File: config.mk
export PLATFORM = sky130hd
export DESIGN_NAME = stage_reg
export DESIGN_NICKNAME = d
export VERILOG_FILES = /design/src/rtl/stage_reg_pkg.sv /design/src/rtl/stage_reg_tnew_dec.sv /design/src/rtl/stage_reg.sv
export SDC_FILE = /design/constraint.sdc
export NUM_CORES = 1
export LEC_CHECK = 0
export ABC_AREA = 1
export CAP_MARGIN = 20
export CORE_AREA = 4 4 214 216
export DETAILED_ROUTE_END_ITERATION = 6
export DIE_AREA = 0 0 218 220
export PLACE_DENSITY = 0.65
export SETUP_SLACK_MARGIN = 0.02
export SLEW_MARGIN = 5
export SYNTH_ARGS = -nofsm -noshare
export SYNTH_HDL_FRONTEND = slang
export SYNTH_HIERARCHICAL = 1
export SYNTH_SLANG_ARGS = --single-unit
File: constraint.sdc
create_clock -name clk -period 1.35 [get_ports clk]
set_clock_uncertainty 0.2 [all_clocks]
set_input_delay 0.3375 -clock clk [delete_from_list [all_inputs] [get_ports clk]]
set_output_delay 0.3375 -clock clk [all_outputs]
set_load 0.01 [all_outputs]
File: src/rtl/stage_reg_pkg.sv
// Shared message layout for the inter-stage pipeline registers.
// The packed struct below is the single source of truth for field positions.
// The first field in the list occupies the most significant bits of the bus.
package stage_reg_pkg;

  localparam int XLEN   = 32;
  localparam int TNEW_W = 4;
  localparam int REG_W  = 5;

  typedef struct packed {
    logic [XLEN-1:0]   instr;
    logic [XLEN-1:0]   pc;
    logic [XLEN-1:0]   rs;
    logic [XLEN-1:0]   rt;
    logic [XLEN-1:0]   npc;
    logic [XLEN-1:0]   ext32;
    logic [XLEN-1:0]   ao;
    logic [XLEN-1:0]   wd;
    logic [REG_W-1:0]  tar_reg;
    logic [TNEW_W-1:0] rtuse;
    logic [TNEW_W-1:0] rsuse;
    logic [TNEW_W-1:0] tnew;
    logic              grf_we;
    logic              branch;
  } msg_t;

  localparam int MSG_W = $bits(msg_t);

  // A bubble is a nop that still carries the pc.
  // Keeping the pc lets exception and debug logic see where the hole came from.
  function automatic msg_t make_bubble(input logic [XLEN-1:0] pc);
    msg_t b;
    b    = '0;
    b.pc = pc;
    return b;
  endfunction

endpackage

File: src/rtl/stage_reg_tnew_dec.sv
// Saturating decrementer for the tnew countdown.
// The hazard unit also uses this block.
module tnew_dec
  import stage_reg_pkg::*;
(
  input  logic [TNEW_W-1:0] tnew_in,
  output logic [TNEW_W-1:0] tnew_out
);

  // Stop at zero instead of wrapping around to 15.
  always_comb begin
    tnew_out = tnew_in;
    if (tnew_in != '0) tnew_out = tnew_in - TNEW_W'(1);
  end

endmodule

File: src/rtl/stage_reg.sv
// Pipeline register between two CPU stages.
// It supports stall (hold) and flush (bubble), and it counts tnew down as the
// instruction moves forward.
// Optional feature: define PIPE_STAT_EN to add the stall_cnt and bubble_cnt statistics counters.
module stage_reg
  import stage_reg_pkg::*;
#(
  parameter int W        = MSG_W,
  parameter bit DEC_TNEW = 1'b1
) (
  input  logic             clk,
  input  logic             reset,
  input  logic [W-1:0]     msg_in,
  input  logic             stall,
  input  logic             flush,
  output logic [W-1:0]     msg_out,
  output logic             valid_out,
  output logic             fwd_valid,
  output logic [REG_W-1:0] fwd_reg
`ifdef PIPE_STAT_EN
  ,
  output logic [31:0]      stall_cnt,
  output logic [31:0]      bubble_cnt
`endif
);

  msg_t              m_in;
  msg_t              m_load;
  msg_t              m_q;
  logic              valid_q;
  logic [TNEW_W-1:0] tnew_next;

  assign m_in = msg_in;

  tnew_dec u_tnew_dec (
    .tnew_in  (m_in.tnew),
    .tnew_out (tnew_next)
  );

  // Build the value to load: edit tnew, and squash any write to register $0.
  always_comb begin
    m_load = m_in;
    if (DEC_TNEW) m_load.tnew = tnew_next;
    if (m_in.tar_reg == '0) m_load.grf_we = 1'b0;
  end

  // Message register. Priority is reset, then flush, then stall, then load.
  always_ff @(posedge clk) begin
    if (reset) begin
      m_q     <= '0;
      valid_q <= 1'b0;
    end else if (flush) begin
      m_q     <= make_bubble(m_in.pc);
      valid_q <= 1'b0;
    end else if (!stall) begin
      m_q     <= m_load;
      valid_q <= (m_in.instr != '0);
    end
  end

  assign msg_out   = m_q;
  assign valid_out = valid_q;

  // Forwarding info comes only from registered state, so there is no path from msg_in.
  always_comb begin
    fwd_reg   = m_q.tar_reg;
    fwd_valid = m_q.grf_we && (m_q.tar_reg != '0) && (m_q.tnew == '0);
  end

`ifdef PIPE_STAT_EN
  logic [31:0] stall_cnt_q;
  logic [31:0] bubble_cnt_q;

  // Statistics counters. They wrap freely.
  // A stall in the same cycle as a flush counts as a bubble, not a stall.
  always_ff @(posedge clk) begin
    if (reset) begin
      stall_cnt_q  <= '0;
      bubble_cnt_q <= '0;
    end else begin
      if (flush)      bubble_cnt_q <= bubble_cnt_q + 32'd1;
      else if (stall) stall_cnt_q  <= stall_cnt_q + 32'd1;
    end
  end

  assign stall_cnt  = stall_cnt_q;
  assign bubble_cnt = bubble_cnt_q;
`endif

endmodule

==> results of run 1 <==
[layout make-up]
cell class                      instances  area [sq um]
Tap cell                              592         740.7
Timing Repair Buffer                  709          7436
Clock buffer                           46         882.1
Sequential cell                       276          5883
Inverter                               14         85.08
Multi-Input combinational cell        877          3953
Fill cell                            4260         24890
Clock inverter                          7         65.06
[cells in the mapped netlist]
library cell	count	share of area, %
inv_2	1	0.037
or2_1	1	0.062
buf_4	13	0.97
buf_2	54	2.7
nor2_2	1	0.062
nor2_1	87	3.2
nand3_1	7	0.35
clkbuf_1	14	0.52
ha_1	1	0.12
buf_6	13	1.5
nor2_8	1	0.20
o211a_1	1	0.099
dfxtp_1	276	55
nor4_1	1	0.062
nor3_1	35	1.7
o21ai_0	7	0.35
inv_1	11	0.41
nor2_4	1	0.11
inv_4	2	0.12
a21oi_1	183	9.1
nand2_1	492	18
a21oi_2	59	5.1
[metrics by stage]
| step | area [sq um] | setup TNS, ns |
|---|---|---|
| global placement | 16790 | -156.58 |
| detailed placement | 16790 | -161.56 |
| floorplan | 10090 | 0 |
| global route | 19040 | -68.10 |
| CTS | 18620 | -66.29 |
| finish | 19040 | -53.75 |
[report_power, final]
group / switching [mW] / leakage, nW / internal, mW
logic: 1.27 / 5.01 / 1.82
registers: 0.222 / 2.37 / 8.50
clock network: 3.33 / 0.460 / 4.65
total: 4.82 / 7.84 / 15.0
[worst min-delay path by stage]
stage / startpoint / end / slack [ns]
6_report: stall / msg_out[5] / 0.04
5_1_grt: stall / msg_out[5] / 0.04
4_1_cts: stall / fwd_reg[0] / 0.02
3_5_place_dp: msg_out[205] / msg_out[205] / 0.25
3_3_place_gp: msg_out[205] / msg_out[205] / 0.25
2_1_floorplan: msg_in[18] / fwd_reg[4] / 0.28
[critical path, cell delays in order, from the launching register on]
cell and delay [ns]:
dfxtp_2 0.33, nor3_2 0.17, nand3_1 0.10, a21oi_2 0.12, buf_2 0.15
[metal layers]
layer,routed length (um),share of wire [%]
met2,19820,50
met3,3609,9.0
met5,13,0.032
met1,15130,38
met4,1455,3.6
[timing repair]
| item | in CTS | in global routing |
|---|---|---|
| endpoints found under the setup margin | 321 | 314 |
| hold buffers | 1 | 0 |
| cloned | 0 | 1 |
| pin swaps | 0 | 2 |
| resized for setup | 1729 | 17 |
| endpoints found under the hold margin | 5 | 0 |
| setup buffers | 16 | 46 |
[cell families (layout without fill, tap and decap cells)]
group | after synthesis | count (layout) | share of synthesized area, %
buffers and inverters | 108 | 776 | 6.198
adder cells (fa/ha/maj) | 1 | 1 | 0.1242
flip-flops | 276 | 276 | 54.85
AO/OA/AOI/OAI | 250 | 250 | 14.67
AND/OR/NAND/NOR | 626 | 626 | 24.16
==> flow_summary.rst, run 1 <==
.. list-table::
   :header-rows: 1

   * - Metric
     - Value
   * - Clk buf depth
     - 3
   * - Grt peak-use layer
     - met2
   * - Most used cells in the layout excluding fill and tap cells
     - nand2_1 (492), buf_6 (291), clkdlybuf4s50_1 (276), dfxtp_2 (271), a21oi_1 (182)
   * - Startpoint of the worst-slack reg-to-reg timing path
     - msg_out[210]
   * - Power density normalized to cell area
     - 1040 nW/um^2
   * - Total Power Consumption
     - 19.80 mW
   * - Total leakage power
     - 7.844 nW
   * - Clk_lat worst skew
     - 0.56 ns
   * - Total of flip-flops plus latches after synthesis
     - 276
   * - Violated checks
     - setup timing
   * - Clk sinks
     - 276
   * - Max-slew violations
     - 0
   * - Netlist Area Pre-Place
     - 10070 sq um
   * - CTS tree
     - yes
   * - Via total after detailed routing
     - 10800
   * - Most common library cell in the layout ignoring fill and taps
     - nand2_1
   * - First-pass GRT wire length
     - 59570 um
   * - Vertical die dimension
     - 220 um
   * - Remaining routing DRC violations
     - 0
   * - Hold Slack
     - 0.03762 ns
   * - Gpl congestion
     - 0.8474
   * - Total core area
     - 43930 sq um
   * - Reg2reg end
     - msg_out[210]
   * - Relative area change from synthesis to final layout
     - 89.06%
   * - Number of synthesis warnings
     - 6
   * - CTS root buf
     - clkbuf_16
   * - Final Util
     - 43.35%
   * - Die area
     - 47960 sq um
   * - H-tree Lvls
     - 1
   * - Post-layout nets
     - 2189
   * - Number of setup violations in the final report
     - 282
   * - Synthesized net count
     - 1541
   * - Final period utilization
     - 145.9%
   * - Maximum number of pins on one net before global-route repair
     - 62
   * - Number of detailed-route iterations in the first pass
     - 5
   * - Count of standard-cell rows
     - 77
   * - Unrepaired setup endpoints after global routing
     - true
   * - Data arrival time at the worst-slack endpoint
     - 1.43 ns
   * - TritonCTS buffer count
     - 31
   * - Width of the die
     - 218 um
   * - Met2 demand-to-capacity share in global routing
     - 26.95%
   * - Path depth of the worst reg2reg path
     - 4
   * - Category of the critical setup timing path
     - reg -> out
   * - Count of mapped cells out of synthesis
     - 1261
   * - Crit. End Element
     - output port
   * - Total half-perimeter wirelength after legalization and detailed placement
     - 28940 um
   * - Final Hold Vio Count
     - 0
   * - Iteration-0 DRC count of the detailed router
     - 575
   * - Ratio of cells with drive above 1 in the final layout
     - 42.56%
   * - Non-filler instance count after layout
     - 2521
   * - FF-to-FF setup slack
     - 0.35 ns
   * - Initial antenna violation count
     - 1
   * - IO Count
     - 561
   * - Global-route track usage on met1
     - 17.59%
   * - Worst setup margin
     - -0.6195 ns
   * - Crit path time final
     - 1.970 ns
   * - GRT Resource Usage Total
     - 15.41%
   * - CP startpoint
     - msg_out[2]
   * - Outcome
     - complete, but fails checks
   * - Sequential share of the synthesized area
     - 54.85%
   * - Cell variety after synth
     - 22
   * - Mean Syn Cell Area
     - 7.988 sq um
   * - Worst endpoint required time
     - 0.81 ns
   * - Number of cells in the design after placement
     - 2405
   * - Number of nets with antenna violations after routing
     - 0
   * - Worst supply voltage drop on vdd
     - 0.0008163 V
   * - Worst slew margin relative to its limit
     - 75.03%
   * - Global routing met3 resource utilization
     - 5.143%
   * - Startpoint type of the worst setup path
     - flip-flop
   * - Final routed wire length divided by cell count
     - 15.88 um
   * - Via/cell ratio
     - 4.283
   * - Maximum fanout count along the critical path
     - 2
   * - Global route overflow
     - 0
   * - Antenna cells
     - 0
   * - Count of buffers inserted at the top-level ports
     - 560
   * - Via count of the first global-routing pass
     - 10910
   * - Min-delay worst type
     - in -> reg
   * - Number of flip-flops under the largest register name
     - 270
   * - Number of cells traversed by the worst hold path
     - 3
   * - Termination of the worst setup path
     - fwd_valid
   * - Post-Place Worst Slack
     - -0.6633 ns
   * - Pin slew with the least headroom to its limit
     - 0.3746 ns
   * - Clock edge transition at the registers on the reported setup and hold paths
     - 0.06 ns
   * - Total routed wirelength
     - 40030 um
   * - Initial Utilization
     - 22.93%
   * - Maximum clock frequency
     - 0.5077 GHz
   * - Max-Cap Viols
     - 0
(Power assumes the default switching activity.)
==> run 2, diff against run 1 <==
Settings changed: CTS_CLUSTER_DIAMETER set to 120, PLACE_DENSITY 0.65 to 0.63, TNS_END_PERCENT set to 1.
Clock period 1.35 ns to 2.5 ns, I/O delays scaled along.
==> flow_summary.rst, run 2 (synthesized netlist as in run 1, its figures left out) <==
.. list-table::
   :header-rows: 1

   * - Metric
     - Value
   * - Path depth of the worst reg2reg path
     - 3 (-1)
   * - Vertical die dimension
     - 220 um (unchanged)
   * - Number of flip-flops under the largest register name
     - 270 (unchanged)
   * - Count of buffers inserted at the top-level ports
     - 560 (unchanged)
   * - Max-slew violations
     - 0 (unchanged)
   * - CP startpoint
     - msg_out[97]
   * - TritonCTS buffer count
     - 31 (unchanged)
   * - Startpoint of the worst-slack reg-to-reg timing path
     - fwd_reg[3]
   * - Total Neg Setup Slack
     - 0 ns (+53.75 ns)
   * - Count of standard-cell rows
     - 77 (unchanged)
   * - Min-delay worst type
     - in -> reg
   * - Global-route track usage on met1
     - 16.60% (-1.0 points)
   * - Total routed wirelength
     - 39330 um (-1.7%)
   * - Ratio of cells with drive above 1 in the final layout
     - 8.310% (-34 points)
   * - Kind of cell with the highest combined delay on the critical path
     - buffers and inverters
   * - Master of the slowest instance on the critical path
     - clkdlybuf4s50_1
   * - Non-filler instance count after layout
     - 2409 (-4.4%)
   * - Clk buf depth
     - 3 (unchanged)
   * - Clk sinks
     - 276 (unchanged)
   * - Grt peak-use layer
     - met2
   * - Max-Cap Viols
     - 0 (unchanged)
   * - Number of cells in the design after placement
     - 2356 (-2.0%)
   * - Maximum number of pins on one net before global-route repair
     - 152 (+150%)
   * - Crit. End Element
     - output port
   * - IO Count
     - 561 (unchanged)
   * - Most used cells in the layout excluding fill and tap cells
     - clkdlybuf4s50_1 (556), nand2_1 (492), dfxtp_1 (274), a21oi_1 (183), nor2_1 (87)
   * - First-pass GRT wire length
     - 58280 um (-2.2%)
   * - Antenna cells
     - 0 (unchanged)
   * - Worst setup margin
     - 0.1145 ns (+0.7340 ns)
   * - Unrepaired setup endpoints after global routing
     - false
   * - Pin slew with the least headroom to its limit
     - 0.7902 ns (+0.4156 ns)
   * - Post-Place Worst Slack
     - 0.2076 ns (+0.8709 ns)
   * - Number of setup violations in the final report
     - 0 (-100%)
   * - Reg2reg end
     - fwd_reg[3]
   * - Final Util
     - 39.25% (-4.1 points)
   * - Via count of the first global-routing pass
     - 10290 (-5.7%)
   * - Number of cells traversed by the worst hold path
     - 3 (unchanged)
   * - Post-layout nets
     - 2077 (-5.1%)
   * - Number of cells on the critical path
     - 1 (-3)
   * - Via/cell ratio
     - 4.293 (+0.22%)
   * - Die area
     - 47960 sq um (unchanged)
   * - Initial Utilization
     - 22.93% (unchanged)
   * - CTS tree
     - yes
   * - Maximum fanout count along the critical path
     - 2 (unchanged)
   * - Final Hold Vio Count
     - 0 (unchanged)
   * - Width of the die
     - 218 um (unchanged)
   * - Startpoint type of the worst setup path
     - flip-flop
   * - Worst supply voltage drop on vdd
     - 0.0004195 V (-49%)
   * - Data arrival time at the worst-slack endpoint
     - 1.56 ns (+0.13 ns)
   * - Number of nets with antenna violations after routing
     - 0 (unchanged)
   * - Met2 demand-to-capacity share in global routing
     - 26.39% (-0.56 points)
   * - Gpl congestion
     - 0.8827 (+4.2%)
   * - Worst endpoint required time
     - 1.67 ns (+0.86 ns)
   * - Number of buffers inserted to repair setup after CTS
     - 0 (-16)
   * - Total half-perimeter wirelength after legalization and detailed placement
     - 29710 um (+2.7%)
   * - Power density normalized to cell area
     - 599.7 nW/um^2 (-42%)
   * - FF-to-FF setup slack
     - 1.53 ns (+1.18 ns)
   * - H-tree Lvls
     - 1 (unchanged)
   * - Maximum clock frequency
     - 0.4192 GHz
   * - Crit path buf inv count
     - 1 (unchanged)
   * - Clock edge transition at the registers on the reported setup and hold paths
     - 0.06 ns (about the same)
   * - Cell breakdown of the critical path
     - clkdlybuf4s50_1
   * - Most common library cell in the layout ignoring fill and taps
     - clkdlybuf4s50_1
   * - Delay of the slowest cell on the worst path
     - 0.61 ns (+0.28 ns)
   * - Global route overflow
     - 0 (unchanged)
   * - Via total after detailed routing
     - 10340 (-4.2%)
   * - Number of detailed-route iterations in the first pass
     - 5 (unchanged)
   * - Remaining routing DRC violations
     - 0 (unchanged)
   * - Relative area change from synthesis to final layout
     - 71.17%
   * - Final period utilization
     - 95.42%
   * - Termination of the worst setup path
     - msg_out[97]
   * - Total core area
     - 43930 sq um (unchanged)
   * - Iteration-0 DRC count of the detailed router
     - 478 (-17%)
   * - Number of buffers inserted by hold repair at cts
     - 0 (-1)
   * - Outcome
     - completed
   * - Clk_lat worst skew
     - 0.55 ns (about the same)
   * - Total leakage power
     - 6.357 nW (-19%)
   * - Global routing met3 resource utilization
     - 6.398% (+1.3 points)
   * - CTS root buf
     - clkbuf_16
   * - Initial antenna violation count
     - 3 (+2)
   * - GRT Resource Usage Total
     - 15.17% (-0.23 points)
   * - Crit path time final
     - 2.385 ns
   * - Category of the critical setup timing path
     - reg -> out
   * - Final routed wire length divided by cell count
     - 16.33 um (+2.8%)
   * - Worst slew margin relative to its limit
     - 47.32% (-28 points)
[run 2: changes by cell type in the layout (fill, tap and decap cells not counted), sizes merged]
cell           before  now
buf               430   38
clkdlybuf4s50     276  556
clkinv              4    6
clkinvlp            2    0
bufinv              1    0
dlygate4sd3         1    0
dlymetal6s2s        1    2
inv                14   15
[run 2: what timing repair did]
item | 4_1_cts | 5_1_grt
pin swaps | 0 | 0
gates resized for setup | 3 | 5
setup endpoints to repair | 3 | 5
[run 2: worst min path at each step]
stage | slack (ns) | start | to
final | 0.17 | stall | msg_out[250]
after global routing | 0.15 | stall | msg_out[250]
after CTS | 0.14 | stall | msg_out[203]
after detailed placement | 0.25 | msg_out[149] | msg_out[149]
after global placement | 0.25 | msg_out[46] | msg_out[46]
after floorplan | 0.29 | msg_out[0] | msg_out[0]
[run 2: where the power goes]
| group | internal [mW] | leakage (nW) | switching (mW) |
|---|---|---|---|
| Sequential | 4.56 | 2.26 | 0.0906 |
| Combinational | 0.845 | 3.64 | 0.652 |
| Clock | 2.44 | 0.464 | 1.75 |
| Total | 7.85 | 6.36 | 2.49 |
[run 2: final cells by class]
type	count	area [sq um]
clock inverters	7	38.79
fillers	4472	26690
inverters	14	67.56
multi-input cells	877	3929
flip-flops and latches	276	5528
repair buffers	597	6047
well taps	592	740.7
clock buffers	46	892.1
[run 2: routing by layer]
metal  up-vias  share of wire, %  wire length, um
met1      4725                38            14820
met5         -             0.086               34
met2       435                48            18880
met3        74                11             4347
li1       5103                 -                -
met4         4               3.2             1251
[run 2: stage by stage]
stage / total power, mW / hold slack (ns) / cell area, sq um
final: 10.34 / 0.1676 / 17240
after global routing: 10.79 / 0.1545 / 17240
after CTS: 10.51 / 0.1355 / 17240
after detailed placement: 6.254 / 0.2545 / 16300
after global placement: 6.237 / 0.2483 / 16300
after floorplan: 5.289 / 0.2857 / 10070
